--- src/rtl/pipeline_hazard_ctrl.sv ---
// Hazard/stall sequencer for the 5-stage MIPS pipeline: load-use bubbles against
// decode-stage consumers, whole-pipe freeze on data-memory wait, perf counters, timeout.
module pipeline_hazard_ctrl #(
  parameter int CNT_W   = 16,
  parameter int TIMEOUT = 64
) (
  input  logic             clk,
  input  logic             reset,
  input  logic             id_valid,
  input  logic [4:0]       id_rs,
  input  logic [4:0]       id_rt,
  input  logic             id_xrs,
  input  logic             id_xrt,
  input  logic             ex_regwr,
  input  logic             ex_memtoreg,
  input  logic [4:0]       ex_wreg,
  input  logic             mem_access,
  input  logic             mem_ready,
  input  logic             clr_cnt,
  output logic             stall_if,
  output logic             bubble_id,
  output logic             freeze,
  output logic [1:0]       state,
  output logic [CNT_W-1:0] stall_cnt,
  output logic [CNT_W-1:0] freeze_cnt,
  output logic             mem_timeout
);

  localparam int RUN_W = $clog2(TIMEOUT + 1);
  localparam logic [RUN_W-1:0] RUN_MAX = RUN_W'(TIMEOUT);

  typedef enum logic [1:0] {
    RUN     = 2'b00,
    LDSTALL = 2'b01,
    FREEZE  = 2'b10
  } state_t;

  state_t           state_q, state_d;
  logic [CNT_W-1:0] stall_cnt_q, stall_cnt_d;
  logic [CNT_W-1:0] freeze_cnt_q, freeze_cnt_d;
  logic [RUN_W-1:0] run_q, run_d;
  logic             timeout_q, timeout_d;

  logic hazard;
  logic mem_wait;

  // Only a load in EXE can stall; ALU results and anything in MEM are forwarded.
  always_comb begin
    hazard = id_valid & ex_regwr & ex_memtoreg & (ex_wreg != 5'd0) &
             ((id_xrs & (id_rs == ex_wreg)) | (id_xrt & (id_rt == ex_wreg)));
    mem_wait = mem_access & ~mem_ready;
  end

  always_comb begin
    freeze    = 1'b0;
    stall_if  = 1'b0;
    bubble_id = 1'b0;
    if (reset) begin
      freeze    = mem_wait;
      stall_if  = ~mem_wait & hazard;
      bubble_id = ~mem_wait & hazard;
    end
  end

  always_comb begin
    state_d = state_q;
    case (state_q)
      RUN:     state_d = mem_wait ? FREEZE : (hazard ? LDSTALL : RUN);
      LDSTALL: state_d = mem_wait ? FREEZE : (hazard ? LDSTALL : RUN);
      FREEZE:  state_d = mem_wait ? FREEZE : (hazard ? LDSTALL : RUN);
      default: state_d = RUN;
    endcase
  end

  // Counters saturate at all-ones; a clear beats a same-cycle increment.
  always_comb begin
    stall_cnt_d  = stall_cnt_q;
    freeze_cnt_d = freeze_cnt_q;
    if (clr_cnt) begin
      stall_cnt_d  = '0;
      freeze_cnt_d = '0;
    end else begin
      if (bubble_id && (stall_cnt_q != '1))
        stall_cnt_d = stall_cnt_q + CNT_W'(1);
      if (freeze && (freeze_cnt_q != '1))
        freeze_cnt_d = freeze_cnt_q + CNT_W'(1);
    end
  end

  always_comb begin
    run_d = '0;
    if (freeze)
      run_d = (run_q == RUN_MAX) ? run_q : run_q + RUN_W'(1);
    timeout_d = timeout_q | (run_d == RUN_MAX);
  end

  always_ff @(posedge clk) begin
    if (!reset) begin
      state_q      <= RUN;
      stall_cnt_q  <= '0;
      freeze_cnt_q <= '0;
      run_q        <= '0;
      timeout_q    <= 1'b0;
    end else begin
      state_q      <= state_d;
      stall_cnt_q  <= stall_cnt_d;
      freeze_cnt_q <= freeze_cnt_d;
      run_q        <= run_d;
      timeout_q    <= timeout_d;
    end
  end

  assign state       = state_q;
  assign stall_cnt   = stall_cnt_q;
  assign freeze_cnt  = freeze_cnt_q;
  assign mem_timeout = timeout_q;

endmodule

--- config.mk ---
export PLATFORM = sky130hd
export DESIGN_NAME = pipeline_hazard_ctrl
export DESIGN_NICKNAME = d
export VERILOG_FILES = /design/src/rtl/pipeline_hazard_ctrl.sv
export SDC_FILE = /design/constraint.sdc
export NUM_CORES = 1
export LEC_CHECK = 0
export ABC_CLOCK_PERIOD_IN_PS = 3930
export CORE_ASPECT_RATIO = 1.4
export CORE_MARGIN = 1.5
export CORE_UTILIZATION = 48
export DETAILED_ROUTE_END_ITERATION = 6
export PLACE_DENSITY = 0.8
export SYNTH_ARGS = -nofsm -noshare
export SYNTH_HDL_FRONTEND = slang
export SYNTH_SLANG_ARGS = --single-unit
export TNS_END_PERCENT = 10
--- constraint.sdc ---
create_clock -name clk -period 3.93 [get_ports clk]
set_input_delay 1.179 -clock clk [delete_from_list [all_inputs] [get_ports clk]]
set_output_delay 1.179 -clock clk [all_outputs]
set_load 0.02 [all_outputs]
### Yosys cells after proc, flatten, opt, wreduce, memory -nomap -nowiden

Cells that the tools add are included.

* bitwise gates (word level): 14
* reduce and logical (&&, ||, !) cells: 8
* equality and inequality tests: 8
* multiplexer cells: 6
* add/subtract/negate cells: 3

Operators with widths (number)
* adder 16 x 1 -> 16 bit, second input constant: 2
* != test 16 bit, second input constant: 2
* == test 7 bit, second input constant: 2
* 2-to-1 mux 7 bit: 2
* == test 5 bit: 2
* bitwise AND 1 bit: 8
* adder 7 x 1 -> 7 bit, second input constant: 1
* OR reduction 3 bit: 2
* nonzero test 5 bit: 1
* inverter 1 bit: 4
* 2-to-1 mux 1 bit: 3
* == test 2 x 1 -> 1 bit, second input constant: 1
* == test 2 bit, second input constant: 1
* logical AND 1 bit: 2
* logical NOT 2 bit: 1
* 2-to-1 mux 2 bit: 1
* bitwise OR 1 bit: 2
* AND reduction 2 bit: 1
* OR reduction 2 bit: 1

* output and inout bits: 38
* input bits: 25
* bits in registers: 42
* logic and storage cells: 45

### Logic depth before layout (Yosys ltp)

Gate-level depths: netlist (run 1).

* depth after elaboration: 7
* depth in mapped cells: 7
* depth with buffers taken out: 7

### Worst setup path after synthesis (run 1)

Ideal clock, no wire load.

* path kind: in2out
* from: in ex_wreg[3]
* to: out stall_if
* stages on the path: 7
* arrival: 2.649 ns
* slack: 0.102 ns
* cells stage by stage: xor2_1 -> nor4_2 -> a32oi_1 -> buf_2 -> clkbuf_1 -> nor2_1 -> buf_4

* cells in the longest elaborated chain, start to end: 6
* elaborated cells on any way between the ends: 10
* those cells by class: eq/ne: 2; mux: 1; bitwise: 6; reduce/logical: 1

Ends and longest elaborated chain
* from (decl): RTL line 16 `input logic [4:0] ex_wreg,`
* == test 5 bit: RTL line 50 `((id_xrs & (id_rs == ex_wreg)) | (id_xrt & (id_rt == ex_wreg)));`
* bitwise AND 1 bit: RTL line 50
* bitwise OR 1 bit: RTL line 50
* bitwise AND 1 bit *: RTL line 49 `hazard = id_valid & ex_regwr & ex_memtoreg & (ex_wreg != 5'd0) &`
* bitwise AND 1 bit *
* 2-to-1 mux 1 bit *
* to (decl): RTL line 20 `output logic stall_if,`

Mark *: on every way between the ends. The rest lies on a longest branch, timed or not.

### Worst setup path in the final report (run 1)

* from: in ex_wreg[1]
* to: out bubble_id

* cells in the longest elaborated chain, start to end: 6
* elaborated cells on any way between the ends: 10
* those cells by class: eq/ne: 2; mux: 1; bitwise: 6; reduce/logical: 1

Ends and longest elaborated chain
* == test 5 bit: RTL line 50
* bitwise AND 1 bit: RTL line 50
* bitwise OR 1 bit: RTL line 50
* bitwise AND 1 bit *: RTL line 49
* bitwise AND 1 bit *: RTL line 61 `bubble_id = ~mem_wait & hazard;`
* 2-to-1 mux 1 bit *: RTL line 58 `if (reset) begin`
* to (decl): RTL line 21 `output logic bubble_id,`

Marked as above.

==> metrics.yaml, run 1 <==
status:
  status: "complete, no violations"
logic_synthesis:
  yosysSeqAreaShare_pct: 36.5
  synthAdderAreaFrac_pct: 2.17
  synth_flop_cell: "dfxtp_1"
  synth_area_per_cell_um2: 8.54
  synth_mux_area_share_pct: 3.09
  synth_top_area_cell: "dfxtp_1"
  synth_edf_count: 0
  ys_top_cells_by_area: "dfxtp_1, xor2_1, nor2_1"
  synth.ff_latch_count: 42
  synth_cells: 270
  synth_cell_type_count: 46
  synthXorXnorAreaFrac_pct: 9.88
  synth_compound_area_share_pct: 15.1
  yosysTopAreaCellShare_pct: 36.5
  yosysWarnings: 0
  syn-num-nets: 299
  synth_top_family_by_area: "simple AND/OR/NAND/NOR gates"
  netlist_area_um2: 2300
  async_flop_share_pct: 0
  synth_simple_gate_area_share_pct: 28.8
detailed_routing:
  vias: 2210
  route.detailed.drc: 0
  route.met3.wl_um: 253
  via_per_inst: 5.58
  firstDrtPassIters: 4
  wl_met2_um: 2780
  avgRoutedWirePerCell_um: 13.1
  highest_layer: "met4"
  drtAntennaViolNets: 0
  drt_wl_total_um: 5210
  wl_met1_um: 2130
  detail_route.iter0.violations: 116
die:
  core_area_um2: 4570
  die_area_um2: 5230
  die_width_um: 61.6
  ios: 63
  die_height_um: 85.0
  row_count: 29
  start_util_pct: 50.4
timing:
  fin_tns_setup_ns: 0
  tightest_slew_ns: 0.681
  rsz0062_at_grt: "no"
  period_share_pct: 97.5
  skew_ns: 0.00776
  min_period_ns: 3.83
  max-slew-margin-rel_pct: 54.6
  hold_slack_ns: 0.489
  drv_slew: 0
  max_freq_mhz: 261
  final.setup.worst_slack_ns: 0.0999
  hold_viol_final: 0
  finalSetupViolCount: 0
grt:
  antenna_found_initial: 0
  first_global_vias: 1974
  gr-usage-all-layers_pct: 20.8
  grt_pass1_wl_um: 8480
  grt_start_max_net_pins: 31
  gr-total-overflow: 0
clock_network:
  h-tree-depth: 2
  clk_pin_slew_ns: 0.08
  cts_tree: "done"
  cts_setup_buffers: 0
  cts_root_buffer: "clkbuf_8"
  cts_max_path_buffers: 2
  numCtsBuffers: 5
  clkLatencyLatePin_ns: 0.29
  cts.sinks: 42
hold_path:
  min_path_type: "flip-flop to flip-flop"
placement:
  hpwl_um: 3960
  placed_area_um2: 2990
  post-place-ws_ns: -0.322
  place.gp.congestion: 0.799
  dp.cells: 388
  io_buffers: 62
job:
  drv_cap: 0
worst_setup_path:
  cp.required_ns: 2.75
  reg2reg_to: "mem_timeout"
  critPathLaunch: "ex_wreg[1]"
  arrival_ns: 2.65
  cp-start-kind: "primary input"
  endpoint: "bubble_id"
  worstPathMaxFanout: 3
  r2r_slack_ns: 1.99
  end_kind: "output port"
  reg2reg_from: "run_q[0]"
  criticalPathCategory: "primary input to output port"
  r2r_cells: 7
final_layout:
  post-route-util_pct: 67.2
  multiInputGateArea_um2: 1360
  drive_above_1_share_pct: 7.49
  fin_nets: 362
  seq_area_um2: 841
  syn2layout_area_growth_pct: 33.2
  final_cells: 396
  antennaDiodeCount: 0
  fin_area_um2: 3070
  n_fill_cell: 383
power:
  p_leak_nw: 0.985
  pwr_density_cell_nw_per_um2: 255
  power.total_mw: 0.784
  peakVddDrop_mv: 0.146
## sequential cells by signal (all words and copies together), names as in the netlist
name and flops:
freeze_cnt 16, mem_timeout 1, run_q 7, stall_cnt 16, state 2
## report_power, final
part / switching (mW) / internal [mW]
Clock: 0.144 / 0.142
Combinational: 0.0319 / 0.0379
Sequential: 0.00149 / 0.426
## worst max-delay path, cell delays in order
cell             delay [ns]
clkdlybuf4s50_1        0.47
or4_4                  0.57
o211ai_4               0.17
nor2_1                 0.09
buf_2                  0.17
## cells in the mapped netlist (3+ instances only)
cell type and count:
or3_1 3, nand3_1 13, nand4_1 11, inv_1 8, ha_1 4, mux2i_1 6
a21oi_1 12, nor3_1 5, nand2_1 21, xor2_1 17, and2_1 4, and4_1 4
nor2_1 25, o31ai_1 10, o21ai_0 4, or4_1 9, nor4_1 8, dfxtp_1 42
o211ai_1 3, clkbuf_1 9, xnor2_1 9, o2111ai_1 3, nand2b_1 6
## timing repair
item,CTS,global route
hold buffers,0,0
endpoints found under the setup margin,2,0
gates resized for setup,8,0
## cell type report
| cell class | count | area share, % |
|---|---|---|
| multi-input cells | 206 | 44.3 |
| clock inverters | 1 | 0.163 |
| flip-flops and latches | 42 | 27.4 |
| well taps | 62 | 2.53 |
| inverters | 8 | 0.978 |
| clock buffers | 7 | 2.81 |
| repair buffers | 70 | 21.8 |
## worst min-delay path by stage
stage | end | startpoint | slack [ns] | cells after the start
after global placement | state[1] | state[1] | 0.46 | 1
after detailed placement | state[1] | state[1] | 0.47 | 1
final | state[1] | state[1] | 0.49 | 1
after global routing | state[0] | state[1] | 0.52 | 1
after floorplan | run_q[6] | run_q[6] | 0.48 | 2
after CTS | state[1] | state[1] | 0.49 | 1
## layout by cell type (no fill, tap or decap), drive strengths merged, types with 2 or more instances in the layout
cell type / netlist / layout
o21bai: 2 / 2
clkbuf: 9 / 7
o21ai: 6 / 6
nor3: 5 / 5
nand3b: 2 / 2
nor2: 25 / 25
xnor2: 9 / 9
or3: 3 / 3
ha: 4 / 4
nor2b: 2 / 2
o311ai: 2 / 2
inv: 8 / 8
o31ai: 10 / 10
and4: 4 / 4
nand4: 11 / 11
mux2i: 6 / 6
or4: 10 / 10
a211o: 2 / 2
nand2b: 6 / 6
nor4: 10 / 10
or2: 2 / 2
xor2: 17 / 17
and3: 2 / 2
dfxtp: 42 / 42
nand3: 13 / 13
o2111ai: 3 / 3
o41ai: 2 / 2
and2: 4 / 4
a21oi: 13 / 13
o211ai: 4 / 4
buf: 5 / 10
clkdlybuf4s50: 0 / 60
nand2: 21 / 21
## layer usage
layer / GRT usage (%) / vias up
met3: 4.57 / 2
met2: 35.8 / 57
met1: 24.2 / 1032
li1: - / 1119
met4: 7.93 / 0
met5: 0 / -
## kinds of logic after synthesis
logic type	count (synthesis)
multiplexers	7
AO/OA/AOI/OAI	48
AND/OR/NAND/NOR	121
flip-flops	42
adder cells (fa/ha/maj)	4
buffers and inverters	22
XOR/XNOR	26
Power figures use the tool's default switching activity.
==> inputs of run 2 (changes only) <==
==> config.mk (replaced) <==
export PLATFORM = sky130hd
export DESIGN_NAME = pipeline_hazard_ctrl
export DESIGN_NICKNAME = d
export VERILOG_FILES = /design/src/rtl/pipeline_hazard_ctrl.sv
export SDC_FILE = /design/constraint.sdc
export NUM_CORES = 1
export LEC_CHECK = 0
export ABC_CLOCK_PERIOD_IN_PS = 3200
export CORE_ASPECT_RATIO = 1.4
export CORE_MARGIN = 1.5
export CORE_UTILIZATION = 57
export DETAILED_ROUTE_END_ITERATION = 6
export DONT_BUFFER_PORTS = 1
export PLACE_DENSITY = 0.75
export SYNTH_ARGS = -nofsm -noshare
export SYNTH_HDL_FRONTEND = slang
export SYNTH_SLANG_ARGS = --single-unit
==> constraint.sdc (replaced) <==
create_clock -name clk -period 3.2 [get_ports clk]
set_input_delay 0.96 -clock clk [delete_from_list [all_inputs] [get_ports clk]]
set_output_delay 0.96 -clock clk [all_outputs]
set_load 0.02 [all_outputs]
==> metrics.yaml, run 2 (synthesis results as in run 1) <==
grt:
  grt_pass1_wl_um: 8160  # -3.8%
  met1_usage_pct: 24.4  # +0.21 points
  grt.busiest_layer: "met2"
  grt_use_met2_pct: 39.2  # +3.4 points
  gr-total-overflow: 0  # unchanged
  antenna_found_initial: 0  # unchanged
  gr-usage-all-layers_pct: 22.8  # +2.0 points
  grt_start_max_net_pins: 31  # unchanged
  use_met3_pct: 8.07  # +3.5 points
  first_global_vias: 1819  # -7.9%
placement:
  hpwl_um: 3500  # -12%
  io_buffers: 0  # -100%
  place.gp.congestion: 0.833  # +4.2%
timing:
  max-slew-margin-rel_pct: 53.4  # -1.2 points
  hold_viol_final: 0  # unchanged
  fin_tns_setup_ns: 0  # unchanged
  finalSetupViolCount: 0  # unchanged
  min_period_ns: 2.87
  skew_ns: 0.00915  # +0.00140 ns
  drv_slew: 0  # unchanged
  max_freq_mhz: 348
  period_share_pct: 89.8
  tightest_slew_ns: 0.699  # +0.0181 ns
  rsz0062_at_grt: "no"
hold_path:
  min_path_type: "flip-flop to flip-flop"
final_layout:
  n_fill_cell: 364  # -5.0%
  drive_above_1_share_pct: 7.84  # +0.35 points
  seq_area_um2: 841  # unchanged
  multiInputGateArea_um2: 1380  # +1.1%
  fin_nets: 296  # -18%
  final_common_cell: "dfxtp_1"
  antennaDiodeCount: 0  # unchanged
  post-route-util_pct: 62.3  # -4.9 points
  syn2layout_area_growth_pct: 5.86
  layout_common_cells: "dfxtp_1, nor2_1, nand2_1"
clock_network:
  numCtsBuffers: 5  # unchanged
  h-tree-depth: 2  # unchanged
  cts_tree: "done"
  hold_buffers: 0  # unchanged
  cts_max_path_buffers: 2  # unchanged
  cts_root_buffer: "clkbuf_8"
  cts_setup_buffers: 0  # unchanged
  clkLatencyLatePin_ns: 0.30  # about the same
  post_cts_resized: 0  # -8
  clk_pin_slew_ns: 0.08  # about the same
  cts.sinks: 42  # unchanged
worst_setup_path:
  cp.required_ns: 2.24  # -0.51 ns
  cp-start-kind: "primary input"
  worstPathMaxFanout: 8  # +5
  criticalPathCategory: "primary input to output port"
  arrival_ns: 1.91  # -0.74 ns
  end_kind: "output port"
detailed_routing:
  firstDrtPassIters: 4  # unchanged
  via_per_inst: 6.24  # +12%
  detail_route.iter0.violations: 61  # -47%
  drtAntennaViolNets: 0  # unchanged
  vias: 1942  # -12%
  avgRoutedWirePerCell_um: 15.6  # +18%
  route.detailed.drc: 0  # unchanged
  drt_wl_total_um: 4840  # -7.0%
die:
  die_width_um: 56.7  # -7.8%
  core_area_um2: 3920  # -14%
  ios: 63  # unchanged
  die_area_um2: 4440  # -15%
  row_count: 27  # -6.9%
  start_util_pct: 58.8  # +8.4 points
  die_height_um: 78.2  # -7.9%
power:
  power.share.sequential_pct: 53.3  # -1.3 points
  sw_frac_of_total_pct: 21.7  # -0.93 points
  pwr_density_cell_nw_per_um2: 405  # +59%
  pwr-share-comb_pct: 4.5  # -4.4 points
  clkPwrFrac_pct: 42.2  # +5.7 points
  p_int_mw: 0.773  # +28%
  p_leak_nw: 0.746  # -24%
  peakVddDrop_mv: 0.484  # +230%
  power.switching_mw: 0.215  # +21%
job:
  drv_cap: 0  # unchanged
status:
  status: "complete, no violations"
## run 2: power groups by stage
| stage | clock network (mW) | logic, mW | registers (mW) |
|---|---|---|---|
| global route | 0.449 | 0.0495 | 0.527 |
| global placement | 0 | 0.0438 | 0.539 |
| CTS | 0.429 | 0.0453 | 0.527 |
| detailed placement | 0 | 0.0450 | 0.539 |
| floorplan | 0 | 0.0371 | 0.539 |
| finish | 0.417 | 0.0444 | 0.527 |
## run 2: worst max-delay path, stage by stage
cell,delay [ns]
or4_4,0.53
o211ai_4,0.30
nor2_4,0.12
## run 2: path summary, 6_finish.rpt
path,from,endpoint,slack (ns),depth (start not counted)
worst min register to register,run_q[6],run_q[6],0.52,2
worst max register to register,stall_cnt[12],stall_cnt[7],1.09,5
worst min-delay path,run_q[6],run_q[6],0.52,2
worst max-delay path,ex_wreg[1],stall_if,0.33,3
## run 2: routing by layer
metal  routed length (µm)  share of wire, %
met4                   99               2.0
met2                 2490                51
met5                    0                 0
met3                  284               5.9
met1                 1970                41
## run 2: final cells by class
class	count	area share [%]
Sequential cell	42	34.5
Timing Repair Buffer	4	1.23
Clock buffer	6	2.97
Inverter	8	1.23
Clock inverter	2	1.54
Tap cell	43	2.21
Multi-Input combinational cell	206	56.4
## run 2: stage by stage
| stage | hold WS (ns) | power, mW | setup WS (ns) | instance area (µm²) | cells |
|---|---|---|---|---|---|
| floorplan | 0.477 | 0.576 | 0.0198 | 2310 | 270 |
| global placement | 0.501 | 0.583 | 0.350 | 2330 | 303 |
| detailed placement | 0.513 | 0.584 | 0.341 | 2330 | 303 |
| CTS | 0.525 | 1.00 | 0.335 | 2440 | 311 |
| global route | 0.563 | 1.03 | 0.295 | 2440 | 311 |
| finish | 0.520 | 0.988 | 0.325 | 2440 | 311 |
==> inputs of run 3 (changes only) <==
==> constraint.sdc (replaced) <==
create_clock -name clk -period 3.2 [get_ports clk]
set_input_delay 0.96 -clock clk [delete_from_list [all_inputs] [get_ports clk]]
set_output_delay 0.96 -clock clk [all_outputs]
set_load 0.01 [all_outputs]
==> metrics.yaml, run 3 (synthesis results as in run 1) <==
clock_network:
  cts_max_path_buffers: 2  # unchanged
  cts_setup_buffers: 0  # unchanged
  post_cts_resized: 0  # unchanged
  clk_pin_slew_ns: 0.07  # about the same
  h-tree-depth: 2  # unchanged
  cts_tree: "done"
  hold_buffers: 0  # unchanged
  cts_root_buffer: "clkbuf_8"
  clkLatencyLatePin_ns: 0.29  # about the same
  cts.sinks: 42  # unchanged
  numCtsBuffers: 5  # unchanged
worst_setup_path:
  arrival_ns: 1.89  # -0.02 ns
  end_kind: "output port"
  reg2reg_to: "stall_cnt[4]"
  cp-start-kind: "primary input"
  reg2reg_from: "stall_cnt[12]"
  cp.required_ns: 2.24  # about the same
  criticalPathCategory: "primary input to output port"
  r2r_slack_ns: 1.16  # +0.07 ns
  worstPathMaxFanout: 8  # unchanged
  r2r_cells: 5  # unchanged
final_layout:
  drive_above_1_share_pct: 7.84  # unchanged
  final_common_cell: "dfxtp_1"
  layout_common_cells: "dfxtp_1, nor2_1, nand2_1"
  antennaDiodeCount: 0  # unchanged
  fin_nets: 296  # unchanged
  syn2layout_area_growth_pct: 4.83
job:
  drv_cap: 0  # unchanged
die:
  start_util_pct: 58.8  # unchanged
  core_area_um2: 3920  # unchanged
  die_area_um2: 4440  # unchanged
  row_count: 27  # unchanged
  die_width_um: 56.7  # unchanged
  ios: 63  # unchanged
  die_height_um: 78.2  # unchanged
grt:
  gr-total-overflow: 0  # unchanged
  grt_start_max_net_pins: 31  # unchanged
  first_global_vias: 1873  # +3.0%
  antenna_found_initial: 0  # unchanged
  grt_pass1_wl_um: 8140  # -0.25%
  gr-usage-all-layers_pct: 22.5  # -0.26 points
timing:
  skew_ns: 0.00622  # -0.00293 ns
  hold_slack_ns: 0.511  # -0.00917 ns
  final.setup.worst_slack_ns: 0.355  # +0.0295 ns
  max_freq_mhz: 351  # +1.0%
  fin_tns_setup_ns: 0  # unchanged
  min_period_ns: 2.85  # -0.0295 ns
  rsz0062_at_grt: "no"
  max-slew-margin-rel_pct: 38.3  # -15 points
  period_share_pct: 88.9  # -0.92 points
  finalSetupViolCount: 0  # unchanged
  drv_slew: 0  # unchanged
  tightest_slew_ns: 0.925  # +0.226 ns
  hold_viol_final: 0  # unchanged
hold_path:
  min_to: "run_q[6]"
  min_path_type: "flip-flop to flip-flop"
  hold_start: "run_q[6]"
  whs_path_depth: 2  # unchanged
detailed_routing:
  firstDrtPassIters: 4  # unchanged
  via_per_inst: 6.27  # +0.36%
  vias: 1949  # +0.36%
  route.detailed.drc: 0  # unchanged
  detail_route.iter0.violations: 67  # +9.8%
  avgRoutedWirePerCell_um: 15.6  # +0.17%
  drtAntennaViolNets: 0  # unchanged
  drt_wl_total_um: 4850  # +0.17%
status:
  status: "complete, no violations"
placement:
  place.gp.congestion: 0.834  # +0.13%
  hpwl_um: 3580  # +2.5%
  post-place-ws_ns: 0.350  # +0.00978 ns
  io_buffers: 0  # unchanged
power:
  pwr_density_cell_nw_per_um2: 378  # -6.6%
  peakVddDrop_mv: 0.309  # -36%
  p_leak_nw: 0.742  # -0.45%
[run 3: changes by cell type in the layout (fill, tap and decap cells not counted)]
cell	previous run	this run
bufinv_16	1	0
clkinv_2	0	1
clkinvlp_4	1	0
clkbuf_8	5	6
nor2_2	0	1
nor2_4	1	0
[run 3: how the worst max path moves through the flow]
stage                          start  endpoint  slack [ns]  cells after the start
after floorplan           ex_wreg[3]  stall_if        0.05                      7
after global placement    ex_wreg[1]  stall_if        0.36                      3
after detailed placement  ex_wreg[1]  stall_if        0.35                      3
after CTS                 ex_wreg[1]  stall_if        0.35                      3
after global routing      ex_wreg[1]  stall_if        0.32                      3
final                     ex_wreg[1]  stall_if        0.35                      3
[run 3: metal layers]
metal | share of wire (%) | track usage [%] | up-vias
li1 | - | - | 981
met1 | 41 | 24.5 | 907
met2 | 51 | 40.0 | 53
met3 | 6.1 | 7.58 | 8
met4 | 2.0 | 8.37 | 0
met5 | 0 | 0 | -
[run 3: area by class of cell]
cell class / count / area [µm²]
timing repair buffer: 4 / 30.0
clock inverter: 1 / 5.00
clock buffer: 7 / 86.3
fill: 373 / 1500
sequential: 42 / 841
inverter: 8 / 30.0
multi-input combinational: 206 / 1370
tap: 43 / 53.8
[run 3: worst max-delay path, stage by stage]
cell	delay, ns
or4_4	0.53
o211ai_4	0.26
nor2_2	0.13
[run 3: where the power goes]
group | total (mW) | switching, mW | leakage, nW | internal, mW
Clock | 0.344 | 0.170 | 0.0482 | 0.174
Combinational | 0.0442 | 0.0273 | 0.356 | 0.0169
Sequential | 0.526 | 0.00247 | 0.338 | 0.524
Total | 0.914 | 0.199 | 0.742 | 0.715
[run 3: stage by stage]
step	std cells	power, mW	util (%)	instance area [µm²]
floorplan	270	0.574	-	2310
global placement	303	0.582	59.3	2320
detailed placement	303	0.583	59.3	2320
CTS	311	0.924	61.7	2420
global route	311	0.950	61.7	2420
finish	311	0.914	61.7	2420
